--- src/rtl/knight_rider_scanner.sv ---
// N-LED Knight Rider scanner: on/off toggle, step-rate divider,
// up/down position counter and four LED display modes.
module knight_rider_scanner #(
  parameter int N_LEDS = 10,
  parameter int DIV    = 5555555,
  parameter int CNT_W  = 24,
  parameter int POS_W  = 4
) (
  input  logic              CLK,
  input  logic              CLR,
  input  logic              ONOFF_N,
  input  logic [1:0]        MODE,
  input  logic [1:0]        SPEED,
  output logic [N_LEDS-1:0] LEDR,
  output logic [POS_W-1:0]  POS,
  output logic              DIR,
  output logic              RUN,
  output logic              STEP
);

  localparam logic [1:0] M_WRAP = 2'b01;
  localparam logic [1:0] M_BAR  = 2'b10;
  localparam logic [1:0] M_MIR  = 2'b11;

  localparam logic [CNT_W-1:0] PRE_TOP = CNT_W'(DIV - 1);
  localparam logic [POS_W-1:0] POS_TOP = POS_W'(N_LEDS - 1);
  localparam logic [POS_W-1:0] POS_PEN = POS_W'(N_LEDS - 2);
  localparam logic [POS_W-1:0] POS_ONE = POS_W'(1);

  logic             s1, s2, s3;
  logic             fall, tog;
  logic [CNT_W-1:0] presc;
  logic [1:0]       sub;
  logic             tick, fire;
  logic [POS_W-1:0] pos_nxt;
  logic             dir_nxt;

  // two sync flops plus one history flop for falling-edge detection
  always_ff @(posedge CLK or posedge CLR) begin
    if (CLR) begin
      s1  <= 1'b1;
      s2  <= 1'b1;
      s3  <= 1'b1;
      tog <= 1'b0;
    end else begin
      s1  <= ONOFF_N;
      s2  <= s1;
      s3  <= s2;
      tog <= fall;
    end
  end

  assign fall = ~s2 & s3;

  always_ff @(posedge CLK or posedge CLR) begin
    if (CLR)
      RUN <= 1'b0;
    else if (tog)
      RUN <= ~RUN;
  end

  assign tick = (presc == PRE_TOP);
  // >= so that lowering SPEED below sub never stalls the scan
  assign fire = RUN & tick & (sub >= SPEED);

  always_ff @(posedge CLK or posedge CLR) begin
    if (CLR) begin
      presc <= '0;
      sub   <= '0;
    end else if (!RUN) begin
      presc <= '0;
      sub   <= '0;
    end else if (tick) begin
      presc <= '0;
      sub   <= fire ? 2'd0 : sub + 2'd1;
    end else begin
      presc <= presc + 1'b1;
    end
  end

  always_comb begin
    pos_nxt = POS;
    dir_nxt = DIR;
    if (MODE == M_WRAP) begin
      dir_nxt = 1'b0;
      pos_nxt = (POS == POS_TOP) ? '0 : POS + 1'b1;
    end else if (!DIR) begin
      if (POS == POS_TOP) begin
        dir_nxt = 1'b1;
        pos_nxt = POS_PEN;
      end else begin
        pos_nxt = POS + 1'b1;
      end
    end else begin
      if (POS == '0) begin
        dir_nxt = 1'b0;
        pos_nxt = POS_ONE;
      end else begin
        pos_nxt = POS - 1'b1;
      end
    end
  end

  always_ff @(posedge CLK or posedge CLR) begin
    if (CLR) begin
      POS  <= '0;
      DIR  <= 1'b0;
      STEP <= 1'b0;
    end else begin
      STEP <= fire;
      if (fire) begin
        POS <= pos_nxt;
        DIR <= dir_nxt;
      end
    end
  end

  always_comb begin
    LEDR = '0;
    if (RUN) begin
      for (int i = 0; i < N_LEDS; i++) begin
        case (MODE)
          M_BAR:   LEDR[i] = (i <= int'(POS));
          M_MIR:   LEDR[i] = (i == int'(POS)) ||
                             (i == N_LEDS - 1 - int'(POS));
          default: LEDR[i] = (i == int'(POS));
        endcase
      end
    end
  end

endmodule

--- config.mk ---
export PLATFORM = sky130hd
export DESIGN_NAME = knight_rider_scanner
export DESIGN_NICKNAME = d
export VERILOG_FILES = /design/src/rtl/knight_rider_scanner.sv
export SDC_FILE = /design/constraint.sdc
export NUM_CORES = 1
export LEC_CHECK = 0
export CORE_MARGIN = 4
export CORE_UTILIZATION = 57
export DETAILED_ROUTE_END_ITERATION = 8
export GPL_ROUTABILITY_DRIVEN = 0
export GPL_TIMING_DRIVEN = 0
export PLACE_DENSITY = 0.78
export SYNTH_ARGS = -nofsm -noshare
export SYNTH_HDL_FRONTEND = slang
export SYNTH_SLANG_ARGS = --single-unit
--- constraint.sdc ---
create_clock -name CLK -period 2.8 [get_ports CLK]
set_input_delay 0.84 -clock CLK [delete_from_list [all_inputs] [get_ports CLK]]
set_output_delay 0.84 -clock CLK [all_outputs]
set_load 0.01 [all_outputs]
==> key figures, run 1 <==
Outcome
  • Status: finished with violations
  • Failing checks: setup timing

Floorplan
  • Site Rows: 23
  • # IOs: 24
  • Core area: 0.004000 mm^2
  • Die area: 0.005256 mm^2
  • Die height: 72.50 um
  • Starting Density: 59.27%
  • Die Width: 72.50 um

Final layout
  • Area grow syn2layout: 21.79%
  • Nets: 315
  • Most frequent cells in the layout: nor2_1 (38), dfrtp_1 (31), nand2_1 (21), xor2_1 (18), nand3_1 (13)
  • # diodes: 0
  • Top Registers: presc (24), POS (4), sub (2)
  • Cell area after layout: 0.002888 mm^2
  • Core Util, Final: 72.19%
  • Top reg by flops: presc
  • Layout cell share with drive strength beyond 1: 23.31%
  • Most common cell after layout, fill and taps aside: nor2_1
  • Sequential cell area: 933.4 um^2
  • Largest register FFs: 24
  • # fillers: 302
  • Area of the multi-input gates: 0.001439 mm^2

Timing
  • RSZ-0062 raised after global routing: yes
  • Worst Slack Setup Final: -0.03910 ns
  • Max-slew headroom: 50.78%
  • Clock skew: 0.01282 ns
  • Hold Slack: 0.3556 ns
  • Final Hold Violating Endpoints: 0
  • Part of the cycle the worst path needs: 101.4%
  • Fmax: 0.3522 GHz
  • Worst-margin pin slew: 0.7373 ns
  • Total negative slack: -0.05825 ns
  • Min Clock Period, post-route: 2.839 ns
  • Max Slew Vio Count: 0
  • Final setup viols: 2

Synthesis
  • Synth Area in Adders: 6.860%
  • Synthesized cell area: 0.002371 mm^2
  • Ys flop type: dfrtp_1
  • Main combinational cell family by area after synthesis: simple AND/OR/NAND/NOR gates
  • Number of synthesized flops with an enable pin: 0
  • Synth Register Bits: 37
  • Mux contribution to synthesized area: 0%
  • Synth Area in XOR/XNOR: 8.496%
  • Post-synth ARST share: 100.0%
  • Syn Area/Cell: 9.119 um^2
  • Mapped Nets: 280
  • Post-synthesis sequential area ratio: 39.21%
  • Synth Area in Simple Gates: 29.66%
  • Complex-gate fraction of the synthesized area: 11.35%
  • Post-Syn Instances: 260
  • Yosys warnings: 0
  • Post-synth cell types: 55

Pwr
  • Pwr Density: 495.5 mW/mm^2
  • Net Sw Power: 0.0004377 W
  • Worst ir drop on vdd: 0.0005936 V
  • Final Total Pwr: 0.001431 W
  • Pleak: 1.255 nW
  • Clk network pwr share: 32.7%
  • Sw Ratio: 30.59%
  • Sequential power share: 43.1%
  • Int Power: 0.0009931 W
  • Gate power share: 24.2%

Worst setup path
  • Critical path type: reg2out
  • Critical path endpoint category: output pin
  • Startpoint types: flip-flop
  • Data arrival time of the critical path: 2.00 ns
  • R2R depth: 8
  • Critical Path Source: POS[2]
  • Crit Path Max Fanout: 4
  • WP data required: 1.96 ns
  • RR Endpoint: presc[15]
  • R2R Setup Slk: 0.79 ns
  • Setup crit end: LEDR[2]
  • Reg-to-Reg Start: presc[0]

Routing
  • Post-route ant nets: 0
  • Vias: 2118
  • WL final: 5586 um
  • Pre-antenna DRT Iters: 4
  • 1st-iter DRT viols: 185
  • DRC: 0
  • Wire length per cell: 16.14 um
  • Via density: 6.121

CTS
  • CTS Buffer Depth: 2
  • Clock slew at reported path FFs: 0.07 ns
  • Clk_lat worst skew: 0.29 ns
  • CTS Sinks: 37
  • CTS root buf: clkbuf_8
  • Total CTS buffers: 5
  • CTS tree: built
  • CTS H-Tree Depth: 2

Global route
  • Vias in the first global route: 2006
  • Largest net degree at the start of global routing: 38
  • First-pass GRT wire length: 9273 um
  • Antenna violations before repair: 0
  • Total track usage: 22.35%
  • GRT overflow: 0

Placed design
  • Port bufs: 22
  • Post-Place Cell Area: 0.002654 mm^2
  • Post-DP HPWL: 3854 um

Flow run
  • Max capacitance violation total: 0

Min path
  • Tightest Hold Check Type: reg2reg
-- how the worst min path moves through the flow --
stage	slack, ns	to	from	cells after the start
2_1_floorplan	0.35	s2	s1	0
3_3_place_gp	0.35	s2	s1	0
3_5_place_dp	0.35	s2	s1	0
4_1_cts	0.36	s2	s1	0
5_1_grt	0.36	s2	s1	0
6_report	0.36	s2	s1	0
-- cell type report --
| class | instances | area share, % |
|---|---|---|
| Timing Repair Buffer | 31 | 8.232 |
| Clock inverter | 1 | 1.040 |
| Buffer | 7 | 1.950 |
| Tap cell | 50 | 2.166 |
| Clock buffer | 7 | 2.990 |
| Inverter | 10 | 1.473 |
| Multi-Input combinational cell | 203 | 49.83 |
| Sequential cell | 37 | 32.32 |
-- per-stage QoR --
stage / instances / setup slack (ns)
after floorplan: 260 / 0.02945
after global placement: 332 / -0.7762
after detailed placement: 332 / -0.7643
after CTS: 341 / -0.02053
after global routing: 346 / -0.1374
final: 346 / -0.03910
-- cell families (layout without fill, tap and decap cells) --
kind of cell,count (synthesis),after routing
buffers and inverters,20,56
and+or+nand+nor,127,127
AOI/OAI and AO/OA,40,40
adders and majority gates,13,13
xor gates and xnor gates,23,23
DFF,37,37
-- layer usage --
metal	up-vias	global-route usage [%]	routed length, um
met1	1044	30.34	2490
met2	70	35.29	2654
met3	15	4.432	329
met5	-	0	0
met4	0	8.607	111
li1	989	-	-
-- power groups by stage --
stage / registers [W] / clock network (W) / logic, W
floorplan: 0.000617 / 0 / 0.000207
global placement: 0.000623 / 0 / 0.000330
finish: 0.000616 / 0.000468 / 0.000347
CTS: 0.000614 / 0.000479 / 0.000336
global route: 0.000621 / 0.000505 / 0.000382
detailed placement: 0.000625 / 0 / 0.000336
-- cells in the mapped netlist, types with 3 or more instances --
master / number / area (um^2)
xnor2_1: 5 / 43.79
inv_1: 10 / 37.54
nand2_1: 21 / 78.83
nor4b_1: 4 / 35.03
nor2b_1: 4 / 25.02
dfrtp_1: 34 / 850.8
buf_4: 3 / 22.52
nand4_1: 11 / 68.82
a21oi_1: 12 / 60.06
nand3b_1: 3 / 22.52
nand3_1: 13 / 65.06
nor2_1: 39 / 146.4
and3_1: 5 / 31.28
ha_1: 13 / 162.7
xor2_1: 18 / 157.7
nor3_1: 4 / 20.02
dfstp_2: 3 / 78.83
o21ai_0: 5 / 25.02
clkbuf_1: 4 / 15.01
a31oi_1: 4 / 25.02
-- repair_timing --
action | 4_1_cts | 5_1_grt
pin swaps | 5 | 1
gates cloned | 0 | 0
hold buffers | 0 | 0
setup buffers | 3 | 6
endpoints found under the setup margin | 10 | 10
resized for setup | 61 | 12
-- critical path: stages (launching register included) --
cell	delay, ns
dfrtp_2	0.45
buf_4	0.16
o21ai_2	0.22
nor3b_2	0.26
o2bb2ai_1	0.15
a22oi_1	0.09
nor2_1	0.11
clkdlybuf4s15_1	0.25
No activity file was read; power rests on OpenSTA's default activity.
==> run 2: changes to the inputs <==
--- a/config.mk
+++ b/config.mk
@@ -5,8 +5,11 @@
 export SDC_FILE = /design/constraint.sdc
 export NUM_CORES = 1
 export LEC_CHECK = 0
-export CORE_MARGIN = 4
-export CORE_UTILIZATION = 57
+export CELL_PAD_IN_SITES_DETAIL_PLACEMENT = 1
+export CELL_PAD_IN_SITES_GLOBAL_PLACEMENT = 1
+export CORE_MARGIN = 2
+export CORE_UTILIZATION = 44
+export CTS_BUF_LIST = sky130_fd_sc_hd__clkbuf_16
 export DETAILED_ROUTE_END_ITERATION = 8
 export GPL_ROUTABILITY_DRIVEN = 0
 export GPL_TIMING_DRIVEN = 0
==> run 2 against run 1 <==
Compared with the run above:
- the run still ends with setup timing left
- non-clock buffer count grew 6
- via count grew 3.9%
- first-iteration DRC count shrank 45%
- worst setup slack lost 0.088 ns
- register-to-register slack lost 0.12 ns
- clock-buffer cell count shrank 2
- hold slack gained 0.0017 ns
- design area grew 4.0%
- critical path depth grew 1
- clock power grew 12%
- fmax shrank 3.0%
- cell count grew 7.5%
- critical endpoint is now LEDR[5]
- highest routed layer unchanged
==> key figures, run 2 (same netlist as run 1, synthesis figures left out) <==
Outcome
  • Status: finished with violations
  • Failing checks: setup timing

Final layout
  • Top reg by flops: presc
  • Nets: 321
  • # diodes: 0
  • Top Registers: presc (24), POS (4), sub (2)
  • Area grow syn2layout: 26.70%
  • Most frequent cells in the layout: nor2_1 (38), dfrtp_1 (31), nand2_1 (19), buf_4 (18), xor2_1 (18)
  • Most common cell after layout, fill and taps aside: nor2_1
  • Largest register FFs: 24
  • Layout cell share with drive strength beyond 1: 25.83%

Timing
  • Worst-margin pin slew: 0.7855 ns
  • Min Clock Period, post-route: 2.927 ns
  • Final setup viols: 6
  • Total negative slack: -0.4576 ns
  • RSZ-0062 raised after global routing: yes
  • Fmax: 0.3416 GHz
  • Max-slew headroom: 47.56%
  • Worst Slack Setup Final: -0.1272 ns
  • Clock skew: 0.005793 ns
  • Max Slew Vio Count: 0
  • Final Hold Violating Endpoints: 0
  • Part of the cycle the worst path needs: 104.5%

Worst setup path
  • WP data required: 1.96 ns
  • WP depth: 8
  • Reg-to-Reg Start: presc[0]
  • RR Endpoint: presc[10]
  • Setup crit end: LEDR[5]
  • CP bufs+invs: 2
  • Data arrival time of the critical path: 2.09 ns
  • CP delay by family, top: adder cells
  • R2R Setup Slk: 0.67 ns
  • Slowest stage delay, CP: 0.40 ns
  • Critical path endpoint category: output pin
  • Worst path cell trace: clkinv_4 > ha_4 > ha_4 > nor2b_4 > and3_4 > a221oi_4 > a311oi_2 > buf_2
  • R2R depth: 8
  • Critical path type: reg2out
  • Critical-path top delay cell: dfrtp_2
  • Crit Path Max Fanout: 4
  • Startpoint types: flip-flop
  • Most common cell type on the critical path: ha_4
  • Critical Path Source: POS[1]

Routing
  • Wire length per cell: 19.45 um
  • 1st-iter DRT viols: 101
  • DRC: 0
  • Pre-antenna DRT Iters: 4
  • Post-route ant nets: 0
  • Via density: 5.914
  • WL final: 7237 um
  • Vias: 2200

CTS
  • Clk_lat worst skew: 0.28 ns
  • Clock slew at reported path FFs: 0.05 ns
  • Hold_buf cts: 0
  • Total CTS buffers: 5
  • CTS Buffer Depth: 2
  • CTS H-Tree Depth: 2
  • CTS root buf: clkbuf_16
  • CTS Sinks: 37
  • CTS tree: built

Global route
  • Total track usage: 23.40%
  • Vias in the first global route: 2117
  • Antenna violations before repair: 0
  • Largest net degree at the start of global routing: 38
  • First-pass GRT wire length: 11150 um
  • GRT overflow: 0

Floorplan
  • # IOs: 24
  • Die Width: 77.41 um
  • Die height: 77.41 um
  • Die area: 0.005992 mm^2
  • Core area: 0.005140 mm^2
  • Starting Density: 46.13%
  • Site Rows: 26

Pwr
  • Pwr Density: 507.1 mW/mm^2
  • Pleak: 1.305 nW
  • Worst ir drop on vdd: 0.0002991 V

Placed design
  • Port bufs: 22
  • Pre-CTS WS: -0.9531 ns
  • Post-DP HPWL: 4233 um

Min path
  • Tightest Hold Check Type: reg2reg
  • Hold path cells: 0

Flow run
  • Max capacitance violation total: 0
## run 2: cell count changes in the layout (fill, tap and decap cells not counted), sizes merged
cell and change:
clkdlybuf4s15 -1, clkinv +2, inv +1, buf +9, clkbuf -4, bufinv -1
## run 2: cell type report
type / instances / area, um^2
Fill cell: 617 / 2136
Tap cell: 70 / 87.58
Multi-Input combinational cell: 203 / 1468
Buffer: 7 / 56.30
Inverter: 10 / 45.04
Clock inverter: 3 / 11.26
Clock buffer: 5 / 125.1
Sequential cell: 37 / 933.4
Timing Repair Buffer: 37 / 277.8
## run 2: worst min path at each step
stage               from  to
finish                s1  s2
global route          s1  s2
CTS                   s1  s2
detailed placement    s1  s2
global placement      s1  s2
floorplan             s1  s2
## run 2: timing repair
action | in CTS | in global routing
setup endpoints to repair | 10 | 10
pin swaps | 5 | 5
setup buffers | 5 | 10
resized for setup | 63 | 21
hold endpoints to repair | 0 | 0
## run 2: layer usage
metal | wire (um) | up-vias | share of wire, % | track usage [%]
met1 | 3410 | 1126 | 47 | 33.76
met4 | 181 | 0 | 2.5 | 6.786
met2 | 3364 | 63 | 46 | 36.26
li1 | - | 996 | - | -
met3 | 280 | 15 | 3.9 | 3.837
met5 | 0 | - | 0 | 0
## run 2: through the flow
stage | hold slack, ns | cells | area (um^2) | power (W) | utilization, %
after floorplan | 0.3452 | 260 | 2371 | 0.0008238 | -
after global placement | 0.3465 | 352 | 2679 | 0.0009685 | 52.12
after detailed placement | 0.3501 | 352 | 2679 | 0.0009749 | 52.12
after CTS | 0.3580 | 363 | 2932 | 0.001513 | 57.04
after global routing | 0.3586 | 372 | 3004 | 0.001598 | 58.45
final | 0.3573 | 372 | 3004 | 0.001523 | 58.45
## run 2: report_power, final
| part | total, W | leakage (nW) | internal [W] | switching, W |
|---|---|---|---|---|
| registers | 0.000621 | 0.492 | 0.000567 | 0.0000543 |
| logic | 0.000377 | 0.739 | 0.000145 | 0.000232 |
| clock network | 0.000525 | 0.0738 | 0.000320 | 0.000205 |
| total | 0.00152 | 1.31 | 0.00103 | 0.000492 |
==> run 3: changes to the inputs <==
==> constraint.sdc (replaced) <==
create_clock -name CLK -period 3.1 [get_ports CLK]
set_input_delay 0.93 -clock CLK [delete_from_list [all_inputs] [get_ports CLK]]
set_output_delay 0.93 -clock CLK [all_outputs]
set_load 0.01 [all_outputs]
==> run 3 against run 2 <==
Compared with the run above:
- the run still ends with setup timing left
- total power decreased by 11%
- clock skew about the same
- die area unchanged
- combinational power decreased by 15%
- non-clock buffer count decreased by 4
- clock-buffer cell count unchanged
- critical path depth increased by 2
- wire length decreased by 8.1%
- first-iteration DRC count decreased by 8.9%
- highest routed layer unchanged
==> key figures, run 3 (same netlist as run 1, synthesis figures left out) <==
Routing
  • Pre-antenna DRT Iters: 4
  • WL final: 6654 um
  • DRC: 0
  • M1 WL: 3209 um
  • Met3 wire length: 231 um
  • Via density: 5.666
  • Wire length per cell: 18.08 um
  • Highest Signal Layer: met4
  • Post-route ant nets: 0
  • 1st-iter DRT viols: 92
  • Metal2 WL: 3128 um
  • Vias: 2085

Pwr
  • Sequential power share: 41.4%
  • Final Total Pwr: 0.001354 W
  • Net Sw Power: 0.0004290 W
  • Sw Ratio: 31.69%
  • Pleak: 1.296 nW
  • Worst ir drop on vdd: 0.0002699 V
  • Pwr Density: 456.0 mW/mm^2
  • Clk network pwr share: 34.9%
  • Gate power share: 23.7%
  • Int Power: 0.0009249 W

Final layout
  • # diodes: 0
  • Nets: 317
  • Top reg by flops: presc
  • Largest register FFs: 24
  • Area grow syn2layout: 25.22%
  • Layout cell share with drive strength beyond 1: 21.14%
  • Non-Filler Instances: 368
  • Top Registers: presc (24), POS (4), sub (2)
  • Most common cell after layout, fill and taps aside: nor2_1
  • Most frequent cells in the layout: nor2_1 (39), dfrtp_1 (32), nand2_1 (21), xor2_1 (18), nand3_1 (13)

Worst setup path
  • Critical-path top delay cell: dfrtp_1
  • Slowest stage delay, CP: 0.37 ns
  • Critical Path Source: POS[2]
  • Most common cell type on the critical path: ha_4
  • Worst path cell trace: buf_6 > inv_4 > ha_4 > ha_4 > nor2b_4 > and3_4 > buf_4 > a221oi_2 > nor3_1 > buf_2
  • Startpoint types: flip-flop
  • Reg-to-Reg Start: POS[0]
  • Data arrival time of the critical path: 2.18 ns
  • Critical path endpoint category: output pin
  • WP data required: 2.17 ns
  • Critical path type: reg2out
  • Crit Path Max Fanout: 4

Outcome
  • Status: finished with violations
  • Failing checks: setup timing

Global route
  • First-pass GRT wire length: 10790 um
  • GRT overflow: 0
  • Vias in the first global route: 2133
  • Antenna violations before repair: 0
  • Largest net degree at the start of global routing: 38
  • Total track usage: 22.43%

Placed design
  • Placed cells: 352
  • Post-DP HPWL: 4233 um
  • Port bufs: 22

CTS
  • CTS root buf: clkbuf_16
  • Hold_buf cts: 0
  • CTS Buffer Depth: 2
  • CTS tree: built
  • Clock slew at reported path FFs: 0.05 ns
  • CTS H-Tree Depth: 2
  • Total CTS buffers: 5
  • Clk_lat worst skew: 0.28 ns
  • CTS Sinks: 37

Flow run
  • Max capacitance violation total: 0

Timing
  • Min Clock Period, post-route: 3.111 ns
  • Total negative slack: -0.01146 ns
  • Hold Slack: 0.3576 ns
  • Final Hold Violating Endpoints: 0
  • Max Slew Vio Count: 0
  • Part of the cycle the worst path needs: 100.4%
  • Final setup viols: 1
  • Fmax: 0.3214 GHz
  • Clock skew: 0.005675 ns
  • Max-slew headroom: 47.33%
  • Worst Slack Setup Final: -0.01146 ns
  • RSZ-0062 raised after global routing: yes
  • Worst-margin pin slew: 0.7889 ns

Floorplan
  • Die area: 0.005992 mm^2
  • Die height: 77.41 um
  • Core area: 0.005140 mm^2
  • Starting Density: 46.13%
  • Site Rows: 26
  • Die Width: 77.41 um
  • # IOs: 24

Min path
  • Tightest Hold Check Type: reg2reg
  • Hold_sp: s1
[run 3: cell count changes in the layout (fill, tap and decap cells not counted), sizes merged]
cell / before / now
clkinv: 2 / 1
buf: 29 / 18
clkbuf: 9 / 11
inv: 11 / 12
clkdlybuf4s15: 0 / 2
dlygate4sd2: 0 / 3
[run 3: worst max-delay path, delay by kind of cell, from the launching register on]
kind            cells  cell delay [ns]
flops               1             0.37
buf+inv             4             0.47
simple gates        3             0.32
fa+ha+maj           2             0.46
compound gates      1             0.28
[run 3: path summary, 6_finish.rpt]
| check | end | slack, ns | cells past startpoint |
|---|---|---|---|
| worst max-delay path | LEDR[7] | -0.01 | 10 |
| worst min-delay path | s2 | 0.36 | 0 |
| worst max register to register | POS[2] | 0.98 | 7 |
| worst min register to register | s2 | 0.36 | 0 |
| max in group asynchronous | POS[0] | 1.43 | 2 |
| min in group asynchronous | POS[3] | 1.12 | 2 |
[run 3: power groups by stage]
stage               Sequential [W]  Clock [W]  Combinational, W
floorplan                 0.000557          0          0.000187
global placement          0.000565          0          0.000309
detailed placement        0.000568          0          0.000313
CTS                       0.000559   0.000487          0.000313
global route              0.000566   0.000505          0.000353
finish                    0.000561   0.000472          0.000321
[run 3: metal layers]
metal,vias up,global-route usage [%]
li1,991,-
met2,41,34.43
met5,-,0
met4,0,7.679
met3,9,4.186
met1,1044,31.82
[run 3: per-stage QoR]
step | utilization, % | worst slack, ns | area [um^2]
2_1_floorplan | - | 0.2395 | 2371
3_3_place_gp | 52.12 | -0.7938 | 2679
3_5_place_dp | 52.12 | -0.8331 | 2679
4_1_cts | 56.01 | 0.02889 | 2879
5_1_grt | 57.77 | -0.06813 | 2969
6_report | 57.77 | -0.01146 | 2969
[run 3: final cells by class]
class,count,area (um^2)
Multi-Input combinational cell,203,1430
Clock buffer,5,125.1
Buffer,8,67.56
Fill cell,624,2171
Tap cell,70,87.58
Sequential cell,37,932.1
Timing Repair Buffer,32,275.3
Inverter,10,40.04
Clock inverter,3,11.26
[run 3: what timing repair did]
action | CTS | global route
gates resized for setup | 43 | 14
setup endpoints to repair | 10 | 8
pin swaps | 2 | 3
buffers inserted | 2 | 8
==> RTL change (flow settings as in run 3) <==
Add an input register stage for `ONOFF_N`, `MODE` and `SPEED`; this delays them by one clock.
--- a/src/rtl/knight_rider_scanner.sv
+++ b/src/rtl/knight_rider_scanner.sv
@@ -27,6 +27,16 @@
   localparam logic [POS_W-1:0] POS_PEN = POS_W'(N_LEDS - 2);
   localparam logic [POS_W-1:0] POS_ONE = POS_W'(1);
 
+  logic ONOFF_N_q;
+  logic [1:0] MODE_q;
+  logic [1:0] SPEED_q;
+
+  always_ff @(posedge CLK) begin
+    ONOFF_N_q <= ONOFF_N;
+    MODE_q    <= MODE;
+    SPEED_q   <= SPEED;
+  end
+
   logic             s1, s2, s3;
   logic             fall, tog;
   logic [CNT_W-1:0] presc;
@@ -43,7 +53,7 @@
       s3  <= 1'b1;
       tog <= 1'b0;
     end else begin
-      s1  <= ONOFF_N;
+      s1  <= ONOFF_N_q;
       s2  <= s1;
       s3  <= s2;
       tog <= fall;
@@ -61,7 +71,7 @@
 
   assign tick = (presc == PRE_TOP);
   // >= so that lowering SPEED below sub never stalls the scan
-  assign fire = RUN & tick & (sub >= SPEED);
+  assign fire = RUN & tick & (sub >= SPEED_q);
 
   always_ff @(posedge CLK or posedge CLR) begin
     if (CLR) begin
@@ -81,7 +91,7 @@
   always_comb begin
     pos_nxt = POS;
     dir_nxt = DIR;
-    if (MODE == M_WRAP) begin
+    if (MODE_q == M_WRAP) begin
       dir_nxt = 1'b0;
       pos_nxt = (POS == POS_TOP) ? '0 : POS + 1'b1;
     end else if (!DIR) begin
@@ -119,7 +129,7 @@
     LEDR = '0;
     if (RUN) begin
       for (int i = 0; i < N_LEDS; i++) begin
-        case (MODE)
+        case (MODE_q)
           M_BAR:   LEDR[i] = (i <= int'(POS));
           M_MIR:   LEDR[i] = (i == int'(POS)) ||
                              (i == N_LEDS - 1 - int'(POS));
Behaviour: not the same (a bounded check fails within 10 cycles, from zero or initial values).
==> RTL change against run 3 <==
  * Routed wire length grew 1.4%
  * Synthesized cell count grew 3.5%
  * Maximum frequency is 0.51% higher
  * Synthesized area increased by 5.6%
  * Sequential cell count rose by 5
  * Worst setup slack improved by 0.016 ns
  * Combinational power shrank 28%
  * Power increased by 6.4%
  * Cell area is 5.0% higher
  * Count of clock-buffer cells in the layout did not move
  * Critical endpoint unchanged
  * Largest power group unchanged
  * Highest routed layer unchanged
==> RTL change: results <==
set metrics [dict create \
    hold_end "s1" \
    reg.largest.list "presc: 24 flops, POS: 4 flops" \
    clk_latency_ns 0.28 \
    worst_setup_path_startpoint "POS[2]" \
    synth_compound_area_share_pct 17.6 \
    place_ws_ns -0.474 \
    timing.hold.worst_path_depth 0 \
    crit_path_max_incr_delay_ns 0.37 \
    timing.hold.worst.start "ONOFF_N_q" \
    starting_drc_count_in_detailed_routing 110 \
    min-delay-path-class "reg2reg" \
    worst_reg2reg_path_length_in_cells 5 \
    post_synth_mux_area_share_pct 0.849 \
    regToRegEndpoint "presc[4]" \
    nNetsFinal 326 \
    cell_area_reported_after_detailed_placement_um2 2830 \
    wire_length_of_the_first_global_routing_pass_um 11300 \
    num_vias 2239 \
    yosys.area_share.xor_xnor_pct 4.90 \
    slowest_stage "sky130_fd_sc_hd__dfrtp_1" \
    initial_antenna_violation_count 0 \
    crit-reg2reg-launch "presc[16]" \
    num_antenna_cells 0 \
    cts.clk_slew.worst_paths_ns 0.06 \
    synthDistinctLibCells 61 \
    timing.clock.skew_ns 0.00445 \
    outcome "finished, final reports clean" \
    final_layout_size_suffix_gt1_share_pct 18.2 \
    drc 0 \
    critical_path_peak_fanout 4 \
    drt_wl_total_um 6750 \
    synthAdderAreaFrac_pct 6.49 \
    vdd.ir_drop.worst_mv 0.335 \
    yosysWarnings 0 \
    maximum_clock_path_buffer_count 2 \
    timing.critical_path.arrival_ns 2.17 \
    ys_dominant_reg_cell "sky130_fd_sc_hd__dfrtp_1" \
    postSynthNetCount 289 \
    max_freq_ghz 0.323 \
    synth_sequential_area_ratio_pct 41.1 \
    power_leakage_nw 1.26 \
    layout.filler_cells 627 \
    clk_root_buffer_cell "sky130_fd_sc_hd__clkbuf_16" \
    cts_made_buffers 5 \
    synthTopCellsByCount "34 x sky130_fd_sc_hd__dfrtp_1, 26 x sky130_fd_sc_hd__nor2_1, 14 x sky130_fd_sc_hd__o21ai_0" \
    dpl.hpwl_um 4680 \
    io_buffers 23 \
    cts-htree-levels 2 \
    ff2ff_setup_slack_ns 0.74 \
    net_sw_share_pct 28.4 \
    first_pass_detailed_route_iteration_total 4 \
    grt_max_degree 38 \
    grt_usage_pct 22.9 \
    worstSetupEndpoint "LEDR[7]" \
    slew_headroom_pct 48.4 \
    ys_async_rst_share_pct 88.1 \
    ys_top_cells_by_area "sky130_fd_sc_hd__dfrtp_1 34%, sky130_fd_sc_hd__ha_1 6.5%, sky130_fd_sc_hd__dfxtp_1 4.0%" \
]
## RTL change: routing by layer
| layer | share of wire [%] | wire length [um] | vias up | GRT usage, % |
|---|---|---|---|---|
| met1 | 47 | 3200 | 1131 | 31.9 |
| met3 | 2.1 | 140 | 5 | 3.39 |
| met2 | 50 | 3350 | 29 | 37.2 |
| met5 | 0 | 0 | - | 0 |
| met4 | 0.87 | 59 | 0 | 6.38 |
| li1 | - | - | 1074 | - |
## RTL change: area by class of cell
class	instances	area, um^2	area share (%)
clock inverter	3	41.3	1.32
buffer	11	63.8	2.05
clock buffer	5	125	4.01
timing repair buffer	31	269	8.63
tap	72	90.1	2.89
sequential	42	1030	33.1
multi-input combinational	201	1440	46.3
inverter	14	55.1	1.77
## RTL change: what timing repair did
action | in CTS | in global routing
setup endpoints to repair | 10 | 8
pin swaps | 0 | 3
resized for setup | 37 | 12
setup buffers | 5 | 3
## RTL change: metrics by stage
stage	instances	power [W]	hold WS (ns)	util (%)
after global routing	379	0.00150	0.306	56.6
after CTS	376	0.00146	0.299	55.8
after detailed placement	364	0.000873	0.290	51.3
final	379	0.00144	0.297	56.6
after floorplan	269	0.000758	0.284	-
after global placement	364	0.000859	0.294	51.3
## RTL change: power groups by stage
stage | combinational, W | sequential [W] | clock [W]
5_1_grt | 0.000258 | 0.000626 | 0.000617
3_5_place_dp | 0.000243 | 0.000630 | 0
4_1_cts | 0.000236 | 0.000621 | 0.000599
3_3_place_gp | 0.000230 | 0.000629 | 0
2_1_floorplan | 0.000138 | 0.000620 | 0
6_report | 0.000232 | 0.000621 | 0.000588
## RTL change: worst max-delay path: cells and delay by family, from the launching register on
family	cells	cell delay, ns
AOI/OAI and AO/OA	1	0.24
buffers and inverters	4	0.48
and+or+nand+nor	2	0.35
adders and majority gates	2	0.44
DFF	1	0.37
